## src/rtl/tlb_unit_pkg.sv

```systemverilog
// Shared types and field positions for the joint TLB and its cp0 interface.
package tlb_unit_pkg;

  localparam logic [1:0] OP_TLBWI = 2'd0;
  localparam logic [1:0] OP_TLBR  = 2'd1;
  localparam logic [1:0] OP_TLBP  = 2'd2;

  localparam int VPN2_W = 19;
  localparam int ASID_W = 8;
  localparam int PFN_W  = 20;

  localparam int HI_VPN2_MSB = 31;
  localparam int HI_VPN2_LSB = 13;
  localparam int HI_ASID_MSB = 7;
  localparam int HI_ASID_LSB = 0;

  localparam int LO_PFN_MSB = 25;
  localparam int LO_PFN_LSB = 6;
  localparam int LO_C_MSB   = 5;
  localparam int LO_C_LSB   = 3;
  localparam int LO_D       = 2;
  localparam int LO_V       = 1;
  localparam int LO_G       = 0;

  // vaddr[31:30] of kseg0/kseg1, which bypass the TLB
  localparam logic [1:0] SEG_UNMAPPED = 2'b10;

  typedef struct packed {
    logic [VPN2_W-1:0] vpn2;
    logic [ASID_W-1:0] asid;
    logic              g;
    logic [PFN_W-1:0]  pfn0;
    logic [2:0]        c0;
    logic              d0;
    logic              v0;
    logic [PFN_W-1:0]  pfn1;
    logic [2:0]        c1;
    logic              d1;
    logic              v1;
  } tlb_entry_t;

  typedef enum logic {S_IDLE, S_RESP} tlb_state_t;

endpackage

```

## src/rtl/tlb_match.sv

```systemverilog
// Parallel VPN2/ASID compare across all entries with lowest-index priority.
module tlb_match
  import tlb_unit_pkg::*;
#(
  parameter int TLB_NUM = 16,
  parameter int IDX_W   = 4
) (
  input  logic [TLB_NUM-1:0][VPN2_W-1:0] vpn2_arr,
  input  logic [TLB_NUM-1:0][ASID_W-1:0] asid_arr,
  input  logic [TLB_NUM-1:0]             g_arr,
  input  logic [VPN2_W-1:0]              vpn2,
  input  logic [ASID_W-1:0]              asid,
  output logic                           hit,
  output logic [IDX_W-1:0]               idx
);

  logic [TLB_NUM-1:0] hit_vec;

  for (genvar e = 0; e < TLB_NUM; e++) begin : g_cmp
    assign hit_vec[e] = (vpn2_arr[e] == vpn2) && (g_arr[e] || (asid_arr[e] == asid));
  end

  // Scan downward so the lowest matching index is the one left standing.
  always_comb begin
    hit = |hit_vec;
    idx = '0;
    for (int e = TLB_NUM - 1; e >= 0; e--) begin
      if (hit_vec[e]) idx = IDX_W'(e);
    end
  end

endmodule

```

## src/rtl/tlb_unit.sv

```systemverilog
// Joint TLB: cp0 TLBWI/TLBR/TLBP sequencer plus two registered translation ports.
module tlb_unit
  import tlb_unit_pkg::*;
#(
  parameter int TLB_NUM = 16,
  parameter int IDX_W   = 4
) (
  input  logic        clk,
  input  logic        rst,
  input  logic        op_valid,
  input  logic [1:0]  op_type,
  output logic        op_ready,
  input  logic [31:0] cp0_index,
  input  logic [31:0] cp0_entryhi,
  input  logic [31:0] cp0_entrylo0,
  input  logic [31:0] cp0_entrylo1,
  output logic        w_cp0_tlbp_ena,
  output logic        w_cp0_tlbr_ena,
  output logic [31:0] w_cp0_Index,
  output logic [31:0] w_cp0_EntryHi,
  output logic [31:0] w_cp0_EntryLo0,
  output logic [31:0] w_cp0_EntryLo1,
  input  logic        i_req,
  input  logic [31:0] i_vaddr,
  output logic        i_resp,
  output logic [31:0] i_paddr,
  output logic        i_refill,
  output logic        i_invalid,
  input  logic        d_req,
  input  logic [31:0] d_vaddr,
  input  logic        d_store,
  output logic        d_resp,
  output logic [31:0] d_paddr,
  output logic        d_refill,
  output logic        d_invalid,
  output logic        d_modified
);

  tlb_entry_t [TLB_NUM-1:0]          tlb;
  logic [TLB_NUM-1:0][VPN2_W-1:0]    vpn2_arr;
  logic [TLB_NUM-1:0][ASID_W-1:0]    asid_arr;
  logic [TLB_NUM-1:0]                g_arr;

  tlb_state_t        state, state_nxt;
  logic              accept;
  logic [1:0]        op_q;
  logic [VPN2_W-1:0] p_vpn2_q;
  logic [ASID_W-1:0] p_asid_q;
  tlb_entry_t        rd_q;
  tlb_entry_t        wr_ent;
  logic              p_hit;
  logic [IDX_W-1:0]  p_idx;
  logic [IDX_W-1:0]  op_idx;

  logic [1:0]        x_req, x_store;
  logic [1:0][31:0]  x_vaddr;

  assign op_idx  = cp0_index[IDX_W-1:0];
  assign x_req   = {d_req, i_req};
  assign x_store = {d_store, 1'b0};
  assign x_vaddr = {d_vaddr, i_vaddr};

  for (genvar e = 0; e < TLB_NUM; e++) begin : g_view
    assign vpn2_arr[e] = tlb[e].vpn2;
    assign asid_arr[e] = tlb[e].asid;
    assign g_arr[e]    = tlb[e].g;
  end

  always_comb begin
    wr_ent      = '0;
    wr_ent.vpn2 = cp0_entryhi[HI_VPN2_MSB:HI_VPN2_LSB];
    wr_ent.asid = cp0_entryhi[HI_ASID_MSB:HI_ASID_LSB];
    wr_ent.g    = cp0_entrylo0[LO_G] & cp0_entrylo1[LO_G];
    wr_ent.pfn0 = cp0_entrylo0[LO_PFN_MSB:LO_PFN_LSB];
    wr_ent.c0   = cp0_entrylo0[LO_C_MSB:LO_C_LSB];
    wr_ent.d0   = cp0_entrylo0[LO_D];
    wr_ent.v0   = cp0_entrylo0[LO_V];
    wr_ent.pfn1 = cp0_entrylo1[LO_PFN_MSB:LO_PFN_LSB];
    wr_ent.c1   = cp0_entrylo1[LO_C_MSB:LO_C_LSB];
    wr_ent.d1   = cp0_entrylo1[LO_D];
    wr_ent.v1   = cp0_entrylo1[LO_V];
  end

  always_ff @(posedge clk or posedge rst) begin
    if (rst) state <= S_IDLE;
    else     state <= state_nxt;
  end

  always_comb begin
    state_nxt = state;
    op_ready  = 1'b0;
    accept    = 1'b0;
    case (state)
      S_IDLE: begin
        op_ready = 1'b1;
        if (op_valid) begin
          accept    = 1'b1;
          state_nxt = S_RESP;
        end
      end
      S_RESP:  state_nxt = S_IDLE;
      default: state_nxt = S_IDLE;
    endcase
  end

  always_ff @(posedge clk or posedge rst) begin
    if (rst) begin
      tlb <= '0;
    end else if (accept && op_type == OP_TLBWI) begin
      tlb[op_idx] <= wr_ent;
    end
  end

  // TLBR source is sampled here, so RESP works from a stable copy.
  always_ff @(posedge clk or posedge rst) begin
    if (rst) begin
      op_q     <= '0;
      p_vpn2_q <= '0;
      p_asid_q <= '0;
      rd_q     <= '0;
    end else if (accept) begin
      op_q     <= op_type;
      p_vpn2_q <= cp0_entryhi[HI_VPN2_MSB:HI_VPN2_LSB];
      p_asid_q <= cp0_entryhi[HI_ASID_MSB:HI_ASID_LSB];
      rd_q     <= tlb[op_idx];
    end
  end

  tlb_match #(.TLB_NUM(TLB_NUM), .IDX_W(IDX_W)) u_probe (
    .vpn2_arr (vpn2_arr),
    .asid_arr (asid_arr),
    .g_arr    (g_arr),
    .vpn2     (p_vpn2_q),
    .asid     (p_asid_q),
    .hit      (p_hit),
    .idx      (p_idx)
  );

  // Results are resolved during RESP and registered on its closing edge.
  always_ff @(posedge clk or posedge rst) begin
    if (rst) begin
      w_cp0_tlbp_ena <= 1'b0;
      w_cp0_tlbr_ena <= 1'b0;
      w_cp0_Index    <= '0;
      w_cp0_EntryHi  <= '0;
      w_cp0_EntryLo0 <= '0;
      w_cp0_EntryLo1 <= '0;
    end else begin
      w_cp0_tlbp_ena <= (state == S_RESP) && (op_q == OP_TLBP);
      w_cp0_tlbr_ena <= (state == S_RESP) && (op_q == OP_TLBR);
      if (state == S_RESP && op_q == OP_TLBP)
        w_cp0_Index <= p_hit ? {{(32-IDX_W){1'b0}}, p_idx} : 32'h8000_0000;
      if (state == S_RESP && op_q == OP_TLBR) begin
        w_cp0_EntryHi  <= {rd_q.vpn2, 5'b0, rd_q.asid};
        w_cp0_EntryLo0 <= {6'b0, rd_q.pfn0, rd_q.c0, rd_q.d0, rd_q.v0, rd_q.g};
        w_cp0_EntryLo1 <= {6'b0, rd_q.pfn1, rd_q.c1, rd_q.d1, rd_q.v1, rd_q.g};
      end
    end
  end

  for (genvar p = 0; p < 2; p++) begin : g_port
    logic             hit, odd, unmapped, v, d;
    logic [IDX_W-1:0] idx;
    logic [PFN_W-1:0] pfn;
    logic             resp, refill, invalid, mod;
    logic [31:0]      paddr;

    tlb_match #(.TLB_NUM(TLB_NUM), .IDX_W(IDX_W)) u_match (
      .vpn2_arr (vpn2_arr),
      .asid_arr (asid_arr),
      .g_arr    (g_arr),
      .vpn2     (x_vaddr[p][HI_VPN2_MSB:HI_VPN2_LSB]),
      .asid     (cp0_entryhi[HI_ASID_MSB:HI_ASID_LSB]),
      .hit      (hit),
      .idx      (idx)
    );

    always_comb begin
      odd      = x_vaddr[p][12];
      pfn      = odd ? tlb[idx].pfn1 : tlb[idx].pfn0;
      v        = odd ? tlb[idx].v1   : tlb[idx].v0;
      d        = odd ? tlb[idx].d1   : tlb[idx].d0;
      unmapped = (x_vaddr[p][31:30] == SEG_UNMAPPED);
    end

    always_ff @(posedge clk or posedge rst) begin
      if (rst) begin
        resp    <= 1'b0;
        paddr   <= '0;
        refill  <= 1'b0;
        invalid <= 1'b0;
        mod     <= 1'b0;
      end else begin
        resp    <= x_req[p];
        paddr   <= '0;
        refill  <= 1'b0;
        invalid <= 1'b0;
        mod     <= 1'b0;
        if (x_req[p]) begin
          if (unmapped) begin
            paddr <= {3'b0, x_vaddr[p][28:0]};
          end else if (!hit) begin
            refill <= 1'b1;
          end else begin
            paddr   <= {pfn, x_vaddr[p][11:0]};
            invalid <= !v;
            mod     <= v && x_store[p] && !d;
          end
        end
      end
    end
  end

  assign i_resp     = g_port[0].resp;
  assign i_paddr    = g_port[0].paddr;
  assign i_refill   = g_port[0].refill;
  assign i_invalid  = g_port[0].invalid;
  assign d_resp     = g_port[1].resp;
  assign d_paddr    = g_port[1].paddr;
  assign d_refill   = g_port[1].refill;
  assign d_invalid  = g_port[1].invalid;
  assign d_modified = g_port[1].mod;

  logic unused_bits;
  assign unused_bits = ^{cp0_index[31:IDX_W], cp0_entryhi[12:8], cp0_entrylo0[31:26],
                         cp0_entrylo1[31:26], g_port[0].mod};

endmodule

```

## config.mk

```make
export PLATFORM = sky130hd
export DESIGN_NAME = tlb_unit
export DESIGN_NICKNAME = d
export VERILOG_FILES = /design/src/rtl/tlb_unit_pkg.sv /design/src/rtl/tlb_match.sv /design/src/rtl/tlb_unit.sv
export SDC_FILE = /design/constraint.sdc
export NUM_CORES = 2
export LEC_CHECK = 0
export BUFFER_PORTS_ARGS = -buffer_cell sky130_fd_sc_hd__buf_2
export CELL_PAD_IN_SITES_DETAIL_PLACEMENT = 1
export CELL_PAD_IN_SITES_GLOBAL_PLACEMENT = 1
export CORE_MARGIN = 2
export CORE_UTILIZATION = 25
export DETAILED_ROUTE_END_ITERATION = 8
export GPL_TIMING_DRIVEN = 1
export PLACE_DENSITY = 0.52
export SYNTH_ARGS = -nofsm -noshare
export SYNTH_HDL_FRONTEND = slang
export SYNTH_SLANG_ARGS = --single-unit
```

## constraint.sdc

```tcl
create_clock -name clk -period 105.6 [get_ports clk]
set_input_delay 5.28 -clock clk [delete_from_list [all_inputs] [get_ports clk]]
set_output_delay 5.28 -clock clk [all_outputs]
set_load 0.01 [all_outputs]
```

==> flow_metrics.py <==
metrics = {
    "run_status": {
        "status": "completed",
    },
    "detailed_routing": {
        "antenna_left": 0,
        "drt_iter0_drc": 5818,
        "wl_per_cell_um": 33.5,
        "finalWirelength_um": 422000,
        "drtPass1Iterations": 5,
        "routed_via_density": 5.35,
        "num_vias": 67300,
        "drc": 0,
    },
    "clocking": {
        "post_cts_buffers": 0,
        "clkSinkCount": 1512,
        "clockRootBuffer": "clkbuf_16",
        "hold_buffers": 0,
        "numCtsBuffers": 193,
        "cts_tree": "yes",
        "insertion_delay_ns": 0.92,
        "clock_path_buffers": 4,
        "clkTransAtPathRegs_ns": 0.06,
        "htree_levels": 4,
        "post_cts_resized": 0,
    },
    "cells_and_area": {
        "final_util_pct": 28.6,
        "syn_to_final_growth_pct": 13.7,
        "final_common_cell": "dfrtp_1",
        "layout_common_cells": "1499 x dfrtp_1, 1276 x mux2_2, 716 x nand2_1",
        "fin_nets": 7783,
        "drive_above_1_share_pct": 33.4,
    },
    "synth": {
        "ys_seq_elements": 1512,
        "yosys_most_used_dff": "dfrtp_1",
        "synth_top_area_share_pct": 41.1,
        "synth_area_leaders": "dfrtp_1 41%, mux2_2 16%, mux4_2 11%, mux2i_1 7.2%, xor2_1 6.8%",
        "yosysTopAreaCell": "dfrtp_1",
        "post_synth_num_cell_types": 77,
        "syn_area_um2": 92100,
        "avgSynthCellArea_um2": 12.2,
        "async_flop_share_pct": 100,
        "synthCells": 7556,
        "yosysWarnings": 0,
        "seq_area_frac_synth_pct": 41.1,
        "synth-edff-count": 0,
    },
    "worst_setup_path": {
        "arrival_ns": 12.80,
        "startpoint_type": "primary input",
        "max_stage_delay_ns": 1.00,
        "cpMaxStageDelayCell": "a311oi_1",
        "critPathMostFrequentCell": "buf_12",
        "endpoint_kind": "flip-flop",
        "cp_top_family": "buffers and inverters",
        "crit_path_max_fanout": 124,
        "path_cells": "buf_2 > xnor2_1 > nand4_1 > nor4_1 > nand3_1 > o211ai_1 > a211oi_1 > a21oi_4 > buf_4 > buf_12 > buf_12 > mux2i_1 > a221oi_1 > nor3_1 > a311oi_1 > a21o_1",
        "critical_path_class": "in -> reg",
        "crit_required_ns": 106.41,
        "path_buf_inv": 4,
    },
    "sta": {
        "period_minus_slack_ns": 11.99,
        "setup_violations": 0,
        "hold_violations": 0,
        "tns_ns": 0,
        "worst_pin_slew_ns": 1.31,
        "fin_crit_sh_pct": 11.4,
        "fmax_ghz": 0.0834,
        "rsz0062_at_grt": "no",
        "skew_ns": 0.0755,
        "slew-limit-headroom_pct": 12.1,
        "setup_ws_ns": 93.61,
        "drv_slew": 0,
    },
    "grt": {
        "antenna_found_initial": 92,
        "grt_pass1_vias": 70300,
        "grt_pass1_wl_um": 584000,
        "grt_use_total_pct": 22.1,
        "grt_start_max_net_pins": 147,
        "grt_overflow": 0,
    },
    "power": {
        "internal_power_w": 0.00119,
        "powerDensity_nw_per_um2": 16.5,
        "switching_share_pct": 31.1,
        "p_clk_share_pct": 39.9,
        "peakVddDrop_mv": 0.0139,
        "finalPower_w": 0.00173,
        "power_frac_comb_pct": 17.9,
        "power_switching_w": 0.000538,
        "seqPwrFrac_pct": 42.2,
        "power.leakage_nw": 49.9,
    },
    "placement": {
        "place_congestion": 0.918,
        "place.port_buffers": 312,
        "dp_hpwl_um": 277000,
        "post-place-ws_ns": 92.58,
    },
    "die": {
        "die_h_um": 611,
        "die_w_um": 611,
        "ioPinCount": 402,
        "die_area_um2": 373000,
        "row_count": 222,
        "core_um2": 366000,
        "initial_utilization_pct": 25.1,
    },
    "min_path": {
        "min-delay-path-class": "reg -> reg",
    },
    "flow_run": {
        "cap_violations": 0,
    },
}
per-stage QoR:
stage	hold WS, ns	cell area [um2]	std cells
2_1_floorplan	0.439	92200	7599
3_3_place_gp	0.460	98100	12200
3_5_place_dp	0.459	98100	12200
4_1_cts	0.475	105000	12600
5_1_grt	0.493	105000	12600
6_report	0.467	105000	12600
power groups by stage:
stage,combinational [W],sequential [W],clock (W)
floorplan,0.000214,0.000705,0
global placement,0.000304,0.000734,0
detailed placement,0.000309,0.000738,0
CTS,0.000311,0.000728,0.000708
global route,0.000332,0.000737,0.000730
finish,0.000309,0.000730,0.000689
routing by layer:
| metal | track usage (%) | share of wire (%) | vias to the layer above |
|---|---|---|---|
| met3 | 3.09 | 5.5 | 982 |
| li1 | - | - | 27400 |
| met1 | 28.4 | 42 | 36400 |
| met5 | 0 | 0.023 | - |
| met2 | 36.1 | 47 | 2505 |
| met4 | 11.2 | 5.6 | 16 |
tightest hold or removal path: stages, from the launching register on:
cell	delay, ns
dfrtp_1	0.34
nand2_1	0.05
nand2_1	0.05
registers in the layout, summed over array words and instances (netlist names), 2 cells and up:
name            flops
d_paddr            32
w_cp0_EntryLo1     26
rd_q               78
p_asid_q            8
tlb              1104
p_vpn2_q           19
g_arr              16
w_cp0_EntryLo0     25
asid_arr          128
i_paddr            32
w_cp0_Index         5
op_q                2
w_cp0_EntryHi      27
cell families (layout without fill, tap and decap cells):
family	Yosys count	after routing	share of synthesized area, %
xor+xnor	1168	1168	11.1
compound gates	380	380	2.99
mux	2384	2384	33.8
simple gates	1394	1394	7.21
other cells	1	77	0.00407
buf+inv	717	853	3.81
flops	1512	1512	41.1
cell type report:
| type | count | area [um2] |
|---|---|---|
| Timing Repair Buffer | 490 | 3050 |
| Fill cell | 39900 | 261000 |
| Multi-Input combinational cell | 5370 | 51100 |
| Antenna cell | 33 | 82.6 |
| Inverter | 16 | 75.1 |
| Tap cell | 4816 | 6030 |
| Clock buffer | 276 | 5510 |
| Sequential cell | 1512 | 37900 |
| Clock inverter | 71 | 931 |
cells in the mapped netlist (9+ instances only):
cell,number
o21ai_0,38
xor2_1,715
nand2b_1,15
a22oi_1,80
mux2_2,1276
o2111ai_1,9
a211oi_1,23
xnor2_1,453
nor3_1,67
nand4_1,150
buf_4,84
buf_6,31
mux4_2,450
a221oi_1,35
and3_1,15
buf_1,151
nor4_1,188
dfrtp_1,1512
nor2b_1,19
a21oi_1,69
a221o_1,10
mux2i_1,658
a21o_1,11
nand2_1,729
nand3_1,92
nor2_1,41
o211ai_1,13
inv_1,14
buf_2,138
a22o_1,16
and2_1,42
or3_1,9
clkbuf_1,289
path summary, 6_finish.rpt:
check,start,to,slack (ns),cells after the start
worst min register to register,rd_q[9],w_cp0_EntryLo1[10],0.47,2
worst max-delay path,i_vaddr[25],i_paddr[19],93.61,16
min in group asynchronous,rst,tlb[403],4.52,2
worst min-delay path,rd_q[9],w_cp0_EntryLo1[10],0.47,2
max in group asynchronous,rst,p_vpn2_q[8],97.04,6
worst max register to register,tlb[231],i_paddr[19],98.26,15
Note: power is estimated with default switching activity, not from simulation.
